## src/rtl/dtree_seq_eval.sv

```systemverilog
// -----------------------------------------------------------------------------
// dtree_seq_eval
//   Sequential decision-tree evaluator. A register-based node table is loaded
//   through a simple write port while idle. Each accepted feature vector is
//   walked through the table one node per clock until a leaf (class result) or
//   a table fault (bad feature index, or the depth limit hit) ends the walk.
//   The result is held with a valid/ready handshake.
//
// Ports
//   clk        : clock, all state changes on the rising edge
//   rst        : asynchronous active-high reset (clears FSM, result, features
//                and the whole node table)
//   cfg_we     : node-table write strobe (honoured in IDLE only)
//   cfg_addr   : node index to write
//   cfg_wdata  : node word {is_int, feat_idx, thr(signed), t_idx, f_idx}
//   in_valid   : feature vector valid
//   in_ready   : block accepts a feature vector (IDLE and no table write)
//   in_feat    : flattened features, feature i at [i*FEAT_W +: FEAT_W]
//   out_valid  : result valid
//   out_ready  : consumer accepts the result
//   out_class  : predicted class
//   out_err    : inference aborted on a table fault
//   busy       : high while walking or holding a result
// -----------------------------------------------------------------------------
module dtree_seq_eval #(
    parameter int N_FEAT    = 7,
    parameter int FEAT_W    = 8,
    parameter int CMP_W     = 3,
    parameter int N_NODES   = 32,
    parameter int CLASS_W   = 5,
    parameter int MAX_DEPTH = 15,
    localparam int FIDX_W   = (N_FEAT > 1) ? $clog2(N_FEAT) : 1,
    localparam int NODE_W   = (N_NODES > 1) ? $clog2(N_NODES) : 1,
    localparam int WORD_W   = 1 + FIDX_W + CMP_W + 2 * NODE_W
) (
    input  logic                     clk,
    input  logic                     rst,
    input  logic                     cfg_we,
    input  logic [NODE_W-1:0]        cfg_addr,
    input  logic [WORD_W-1:0]        cfg_wdata,
    input  logic                     in_valid,
    output logic                     in_ready,
    input  logic [N_FEAT*FEAT_W-1:0] in_feat,
    output logic                     out_valid,
    input  logic                     out_ready,
    output logic [CLASS_W-1:0]       out_class,
    output logic                     out_err,
    output logic                     busy
);

    localparam int DEPTH_W = $clog2(MAX_DEPTH + 1);
    localparam logic [FIDX_W:0]    FIDX_LIM  = (FIDX_W + 1)'(N_FEAT);
    localparam logic [DEPTH_W-1:0] DEPTH_LIM = DEPTH_W'(MAX_DEPTH);

    typedef enum logic [1:0] {
        ST_IDLE = 2'd0,
        ST_WALK = 2'd1,
        ST_DONE = 2'd2
    } state_t;

    state_t                    state_q, state_d;
    logic [WORD_W-1:0]         table_q [N_NODES];
    logic [N_FEAT*FEAT_W-1:0]  feat_q, feat_d;
    logic [NODE_W-1:0]         ptr_q, ptr_d;
    logic [DEPTH_W-1:0]        depth_q, depth_d;
    logic [CLASS_W-1:0]        class_q, class_d;
    logic                      err_q, err_d;
    logic                      valid_q, valid_d;
    logic                      busy_q, busy_d;

    // Decoded fields of the node under the pointer
    logic [WORD_W-1:0]         node_s;
    logic                      node_int_s;
    logic [FIDX_W-1:0]         node_fidx_s;
    logic signed [CMP_W-1:0]   node_thr_s;
    logic [NODE_W-1:0]         node_t_s;
    logic [NODE_W-1:0]         node_f_s;
    logic signed [CMP_W-1:0]   sel_msb_s;
    logic                      fault_s;
    logic                      take_t_s;
    logic                      in_ready_s;
    logic                      unused_bits_s;

    assign node_s      = table_q[ptr_q];
    assign node_int_s  = node_s[WORD_W-1];
    assign node_fidx_s = node_s[WORD_W-2 -: FIDX_W];
    assign node_thr_s  = node_s[2*NODE_W + CMP_W - 1 -: CMP_W];
    assign node_t_s    = node_s[2*NODE_W - 1 -: NODE_W];
    assign node_f_s    = node_s[NODE_W-1:0];

    // A table write in the same cycle wins over accepting a new vector
    assign in_ready_s  = (state_q == ST_IDLE) && !cfg_we;
    assign in_ready    = in_ready_s;

    // Only the top CMP_W bits of each feature take part in comparisons
    assign unused_bits_s = ^{feat_q, node_t_s};

    // Pick the compared MSB field of the addressed feature (zero if out of range)
    always_comb begin
        sel_msb_s = '0;
        for (int i = 0; i < N_FEAT; i++) begin
            sel_msb_s = (node_fidx_s == FIDX_W'(i))
                      ? feat_q[i*FEAT_W + FEAT_W - CMP_W +: CMP_W]
                      : sel_msb_s;
        end
    end

    // Fault overrides the branch test; comparison is signed on both sides
    assign fault_s  = ({1'b0, node_fidx_s} >= FIDX_LIM) || (depth_q == DEPTH_LIM);
    assign take_t_s = (sel_msb_s <= node_thr_s);

    // Next-state and result logic for the IDLE/WALK/DONE controller
    always_comb begin
        state_d = state_q;
        feat_d  = feat_q;
        ptr_d   = ptr_q;
        depth_d = depth_q;
        class_d = class_q;
        err_d   = err_q;
        valid_d = valid_q;
        case (state_q)
            ST_IDLE: begin
                if (in_valid && in_ready_s) begin
                    feat_d  = in_feat;
                    ptr_d   = '0;
                    depth_d = '0;
                    state_d = ST_WALK;
                end else begin
                    state_d = ST_IDLE;
                end
            end
            ST_WALK: begin
                if (!node_int_s) begin
                    class_d = node_t_s[CLASS_W-1:0];
                    err_d   = 1'b0;
                    valid_d = 1'b1;
                    state_d = ST_DONE;
                end else if (fault_s) begin
                    class_d = '0;
                    err_d   = 1'b1;
                    valid_d = 1'b1;
                    state_d = ST_DONE;
                end else begin
                    ptr_d   = take_t_s ? node_t_s : node_f_s;
                    depth_d = depth_q + DEPTH_W'(1);
                end
            end
            ST_DONE: begin
                if (out_ready) begin
                    valid_d = 1'b0;
                    state_d = ST_IDLE;
                end else begin
                    state_d = ST_DONE;
                end
            end
            default: begin
                valid_d = 1'b0;
                state_d = ST_IDLE;
            end
        endcase
        busy_d = (state_d != ST_IDLE);
    end

    // Controller, walk and result registers
    always_ff @(posedge clk or posedge rst) begin
        if (rst) begin
            state_q <= ST_IDLE;
            feat_q  <= '0;
            ptr_q   <= '0;
            depth_q <= '0;
            class_q <= '0;
            err_q   <= 1'b0;
            valid_q <= 1'b0;
            busy_q  <= 1'b0;
        end else begin
            state_q <= state_d;
            feat_q  <= feat_d;
            ptr_q   <= ptr_d;
            depth_q <= depth_d;
            class_q <= class_d;
            err_q   <= err_d;
            valid_q <= valid_d;
            busy_q  <= busy_d;
        end
    end

    // Node table: cleared to class-0 leaves on reset, writable only in IDLE
    always_ff @(posedge clk or posedge rst) begin
        if (rst) begin
            table_q <= '{default: '0};
        end else if (cfg_we && (state_q == ST_IDLE)) begin
            table_q[cfg_addr] <= cfg_wdata;
        end
    end

    assign out_valid = valid_q;
    assign out_class = class_q;
    assign out_err   = err_q;
    assign busy      = busy_q;

endmodule

```

## config.mk

```make
export PLATFORM = sky130hd
export DESIGN_NAME = dtree_seq_eval
export DESIGN_NICKNAME = d
export VERILOG_FILES = /design/src/rtl/dtree_seq_eval.sv
export SDC_FILE = /design/constraint.sdc
export NUM_CORES = 1
export LEC_CHECK = 0
export CORE_ASPECT_RATIO = 0.8
export CORE_MARGIN = 4
export CORE_UTILIZATION = 58
export DETAILED_ROUTE_END_ITERATION = 8
export PLACE_DENSITY_LB_ADDON = 0.05
export SETUP_SLACK_MARGIN = 0.5
export SLEW_MARGIN = 20
export SYNTH_ARGS = -nofsm -noshare
export SYNTH_HDL_FRONTEND = slang
export SYNTH_SLANG_ARGS = --single-unit
```

## constraint.sdc

```tcl
create_clock -name clk -period 29.6 [get_ports clk]
set_input_delay 8.88 -clock clk [delete_from_list [all_inputs] [get_ports clk]]
set_output_delay 8.88 -clock clk [all_outputs]
set_load 0.05 [all_outputs]
```

# Word level (Yosys, flattened, before mapping)
# Cells that the tools add are included.
# op_classes
n_addsub	1
n_lt_le_gt_ge	5
n_eq_ne	15
muxes	34
n_bitwise	3
reduce_logical	14
# ops
op	count
544-bit bitwise mux	1
17-bit binary-select mux with 5-bit select	1
17-bit demux with 5-bit select	1
17-bit two-way mux	3
5-bit two-way mux	6
3-bit two-way mux	7
6-bit greater-or-equal comparator, second input constant	2
4-bit two-way mux	3
5-bit NOT with 6-bit output	2
5-bit case mux with 2 select lines	1
3-bit equality test, second input constant	3
4-bit case mux with 2 select lines	1
3-bit by 2-bit equality test with 1-bit output, second input constant	2
6-bit by 1-bit less-than comparator with 1-bit output, second input constant	1
2-bit two-way mux	3
2-bit != test, second input constant	3
2-bit case mux with 3 select lines	1
1-bit two-way mux	5
4-bit by 1-bit adder with 4-bit output, second input constant	1
4-bit equality test, second input constant	1
1-bit logical AND	4
2-bit by 1-bit != test with 1-bit output, second input constant	2
2-bit AND reduction	2
4-bit AND reduction	1
other kinds (14)	15
# word_totals
register_bits	619
in_bits	83
output_inout_bits	9
wordCells	112

# Longest topological paths before layout
# depth
depth_word	17
depth_mapped	18

# Worst setup path after synthesis
# Ideal clock, no wire load.
# synth_timing
path_type	input-to-output
startpoint	in cfg_we
endpoint	out in_ready
arrival_time_ps	10020
path_slack_ps	10700
stages	1
path_buffers	0
cell_sequence	nor3_1
# synth_between
elab_chain_cells	2
# synth_rtl
item	line	rtl
start, declared	38	input logic cfg_we,
1-bit zero test	92	assign in_ready_s = (state_q == ST_IDLE) && !cfg_we;
1-bit logical AND	92	
end, declared	42	output logic in_ready,
# No other way between the ends.

# Worst setup path in the final report
# Same ends and word-level chain as after synthesis.

==> impl_summary.md <==
Run status
The flow ran to the end, and the final reports show no timing, DRC or antenna violations.

Placed design
The number of port buffers is 56. The HPWL after detailed placement is 36.83 mm. The worst slack at placement is 10170 ps.

At the end of routability-driven placement, the weighted congestion stood at 0.7534.

Detailed routing
The final route contains 14690 vias. The ratio of routed vias to standard cells is 6.367. The total DRC errors in the routed layout is 0. The DRC marker count from the first detailed-route iteration is 901. The final antenna-violating net count is 0. Dividing the detail-routed wire length by the instance count gives 27.40 microns. The first detailed-routing pass took 5 iterations.

The final layout contains routed wiring with a total length of 63.21 mm.

Cells and area
The top cell types in the final layout, fill and taps aside, are 580 x sky130_fd_sc_hd__dfrtp_1, 571 x sky130_fd_sc_hd__mux2_2, 162 x sky130_fd_sc_hd__mux4_2. Leaving out fill and tap cells, the most frequent cell in the layout is sky130_fd_sc_hd__dfrtp_1. The area growth from synthesis to layout is 11.07%. Cells with a size suffix above 1 make up 52.79% of the layout. The layout net count is 1747.

Clock tree
CTS built an H-tree with a depth of 2. The cell chosen for the clock root is sky130_fd_sc_hd__clkbuf_16. The maximum root-to-sink buffer count is 3. The clock-pin slew reported for the worst setup and hold paths after clock tree synthesis is 60 ps. The clock net sink count is 584. The quantity of hold-fixing buffers added after cts is 0. TritonCTS built the clock tree. The number of buffers created by CTS is 56.

After clock tree synthesis, the repair step resized 0 gates. The clock latency of the later-clocked register in the worst-skew pair is 610 ps. Once the clock tree was built, the setup fixing pass inserted 0 buffers.

Synth
The synthesized netlist cell count is 1641. When the netlist entered floorplanning its net count stood at 1728. The primary flip-flop cell chosen by synthesis mapping is sky130_fd_sc_hd__dfrtp_1.

The cell area that synthesis handed to floorplanning was 0.02663 sq mm. Yosys printed 0 warnings. In this run, synthesis inferred 0 flip-flops with an integrated enable. Of all flip-flops after synthesis, the portion carrying an async set or reset was 100.0%. The post-synthesis register bit count is 584. The sequential-to-total area share from yosys stat is 54.87%. After synthesis, the mean cell area works out to 16.23 sq um. The count of unique library cells instantiated by Yosys is 52.

Pwr
Power spread over the standard cell area amounts to 93.18 mW/mm^2. Per report_power, the clock group accounts for 26.1% of the total. Of the total power, the share spent switching nets is 30.24%. The power dissipated by switching net loads is 833.5 uW.

The cell internal power dissipation is 1923 uW. The share of power burned in combinational logic is 31.6%. The worst ir drop on vdd is 83.28 uV. Of the total power, registers draw 42.3%. In this run the static leakage power is 0.01316 uW.

Floorplanning
The initial utilization of the core area, before any placement, comes to 59.32%. After floorplanning, the core was sized to cover 0.04489 sq mm. The I/O pin total is 92. The height of the chip is 199.7 microns.

The die covers 0.04943 sq mm. The number of cell rows is 69. From left edge to right edge, the die measures 247.6 microns.

STA
The worst setup slack after layout is 10160 ps. The max-slew violation count is 0. The hold violation count in the final report is 0. The actual slew at the worst max-slew pin is 1093 ps. Setup repair after global routing left no endpoint under its margin. Setup violations remaining at the end of the flow were counted as 0. The aggregate negative setup slack is 0 ps. The worst path uses 65.67% of the clock period. For this run, the top clock speed supported by timing is 0.05145 GHz.

For the final database, setup skew stands at 20.86 ps. The shortest clock period the worst path allows after layout is 19440 ps. The worst slew margin relative to its limit is 26.92%.

Worst setup path
The required time at the worst-slack endpoint is 20720 ps. The depth of the most critical reg-to-reg path is 14. For flop-to-flop paths, the worst setup slack is 24040 ps. The maximum net fanout on the critical path is 4. The endpoint class of the critical path is an output port. In this run the worst setup path terminates at in_ready. The critical path goes through clkdlybuf4s50_1 > nor3_1 > clkdlybuf4s50_1.

The cell repeated most along the worst path is sky130_fd_sc_hd__clkdlybuf4s50_1. The slowest stage of the critical path belongs to the cell sky130_fd_sc_hd__clkdlybuf4s50_1. The data arrival time of the worst path is 10560 ps. The startpoint type of the worst setup path is a primary input. The critical register-to-register path startpoint is ptr_q[1]$_DFFE_PP0P_.

The critical path class is in2out. The critical register-to-register path endpoint is ptr_q[0]$_DFFE_PP0P_. The delay of the slowest critical-path stage is 870 ps. In this run the worst setup path begins at cfg_we.

GRT
Global routing consumed, over all layers together, 26.69% of the routing resources. After global routing the overflow that remains totals 0. The via count of the first global-routing pass was 15340. The number of antenna violations at the first check in global routing was 2. The first global-routing pass estimated 97.55 mm of wire.

Entering global routing, the biggest net connects 168 pins.

Job
The number of max-cap violations is 0.

Min path
The class of the worst hold path is reg2reg.
logic make-up (layout without fill, tap and decap cells):
logic type | count (synthesis) | in the layout | synth area share [%]
compound gates | 36 | 36 | 1.090
fa+ha+maj | 4 | 4 | 0.1879
buf+inv | 144 | 206 | 2.523
flops | 584 | 584 | 54.87
mux | 761 | 761 | 39.26
other cells | 0 | 1 | 0
simple gates | 112 | 112 | 2.062
through the flow:
step	std cells	instance area [sq um]	utilization, %	hold WS [ps]	total power (uW)
after floorplan	1641	26630	-	460.1	1833
after global placement	2205	27720	61.74	468.5	2021
after detailed placement	2205	27720	61.74	480.3	2052
after CTS	2306	29570	65.88	494.4	2775
after global routing	2306	29580	65.89	507.8	2904
final	2307	29580	65.89	494.2	2756
per-layer routing:
| layer | vias up | share of wire (%) | global-route usage, % |
|---|---|---|---|
| met5 | - | 0.021 | 0 |
| met4 | 2 | 2.0 | 6.391 |
| met3 | 71 | 5.5 | 5.366 |
| met2 | 303 | 48 | 42.69 |
| met1 | 8092 | 44 | 38.50 |
| li1 | 6221 | - | - |
sequential cells by signal, summed over array words and instances, names as in the netlist:
name,cells
depth_q,4
table_q,544
out_err,1
out_class,5
busy,1
ptr_q,5
out_valid,1
feat_q,21
state_q,2
Yosys cell counts, drive strengths merged (3+ instances only):
master / n / share of area [%]
mux4: 168 / 14
a31o: 3 / 0.099
dfrtp: 584 / 55
nor2b: 7 / 0.16
ha: 4 / 0.19
and2: 5 / 0.12
nand3: 9 / 0.17
a22oi: 3 / 0.085
buf: 41 / 1.1
clkbuf: 99 / 1.4
o2bb2ai: 5 / 0.16
a21oi: 3 / 0.056
nor3: 7 / 0.13
nand2b: 4 / 0.094
o21ai: 7 / 0.17
nand2: 41 / 0.58
nor2: 22 / 0.31
mux2i: 22 / 0.83
mux2: 571 / 24
inv: 4 / 0.056
nor3b: 3 / 0.085
critical path, delay by kind of cell:
kind | cells | cell delay, ps
buffers and inverters | 2 | 1380
and+or+nand+nor | 1 | 300
worst min-delay path by stage:
stage	slack [ps]	startpoint	depth (start not counted)	endpoint
after global placement	470	out_valid$_DFFE_PP0P_	2	out_valid$_DFFE_PP0P_
after CTS	490	out_valid$_DFFE_PP0P_	2	out_valid$_DFFE_PP0P_
after floorplan	460	depth_q[2]$_DFFE_PP0P_	1	depth_q[2]$_DFFE_PP0P_
after global routing	510	table_q[37]$_DFFE_PP0P_	1	table_q[37]$_DFFE_PP0P_
final	490	out_valid$_DFFE_PP0P_	2	out_valid$_DFFE_PP0P_
after detailed placement	480	out_valid$_DFFE_PP0P_	2	out_valid$_DFFE_PP0P_
area by class of cell:
type	count	area [sq um]
clock inverter	16	143.9
tap	603	754.5
antenna	1	2.502
clock buffer	85	1713
sequential	584	14630
multi-input combinational	913	11390
timing repair buffer	101	927.1
fill	3152	15310
inverter	4	22.52
power groups by stage:
stage               combinational, uW  sequential (uW)  clock [uW]
global route                      943             1190         768
detailed placement                874             1180           0
finish                            872             1170         718
global placement                  857             1160           0
floorplan                         711             1120           0
CTS                               876             1170         733
(Power assumes the default switching activity.)
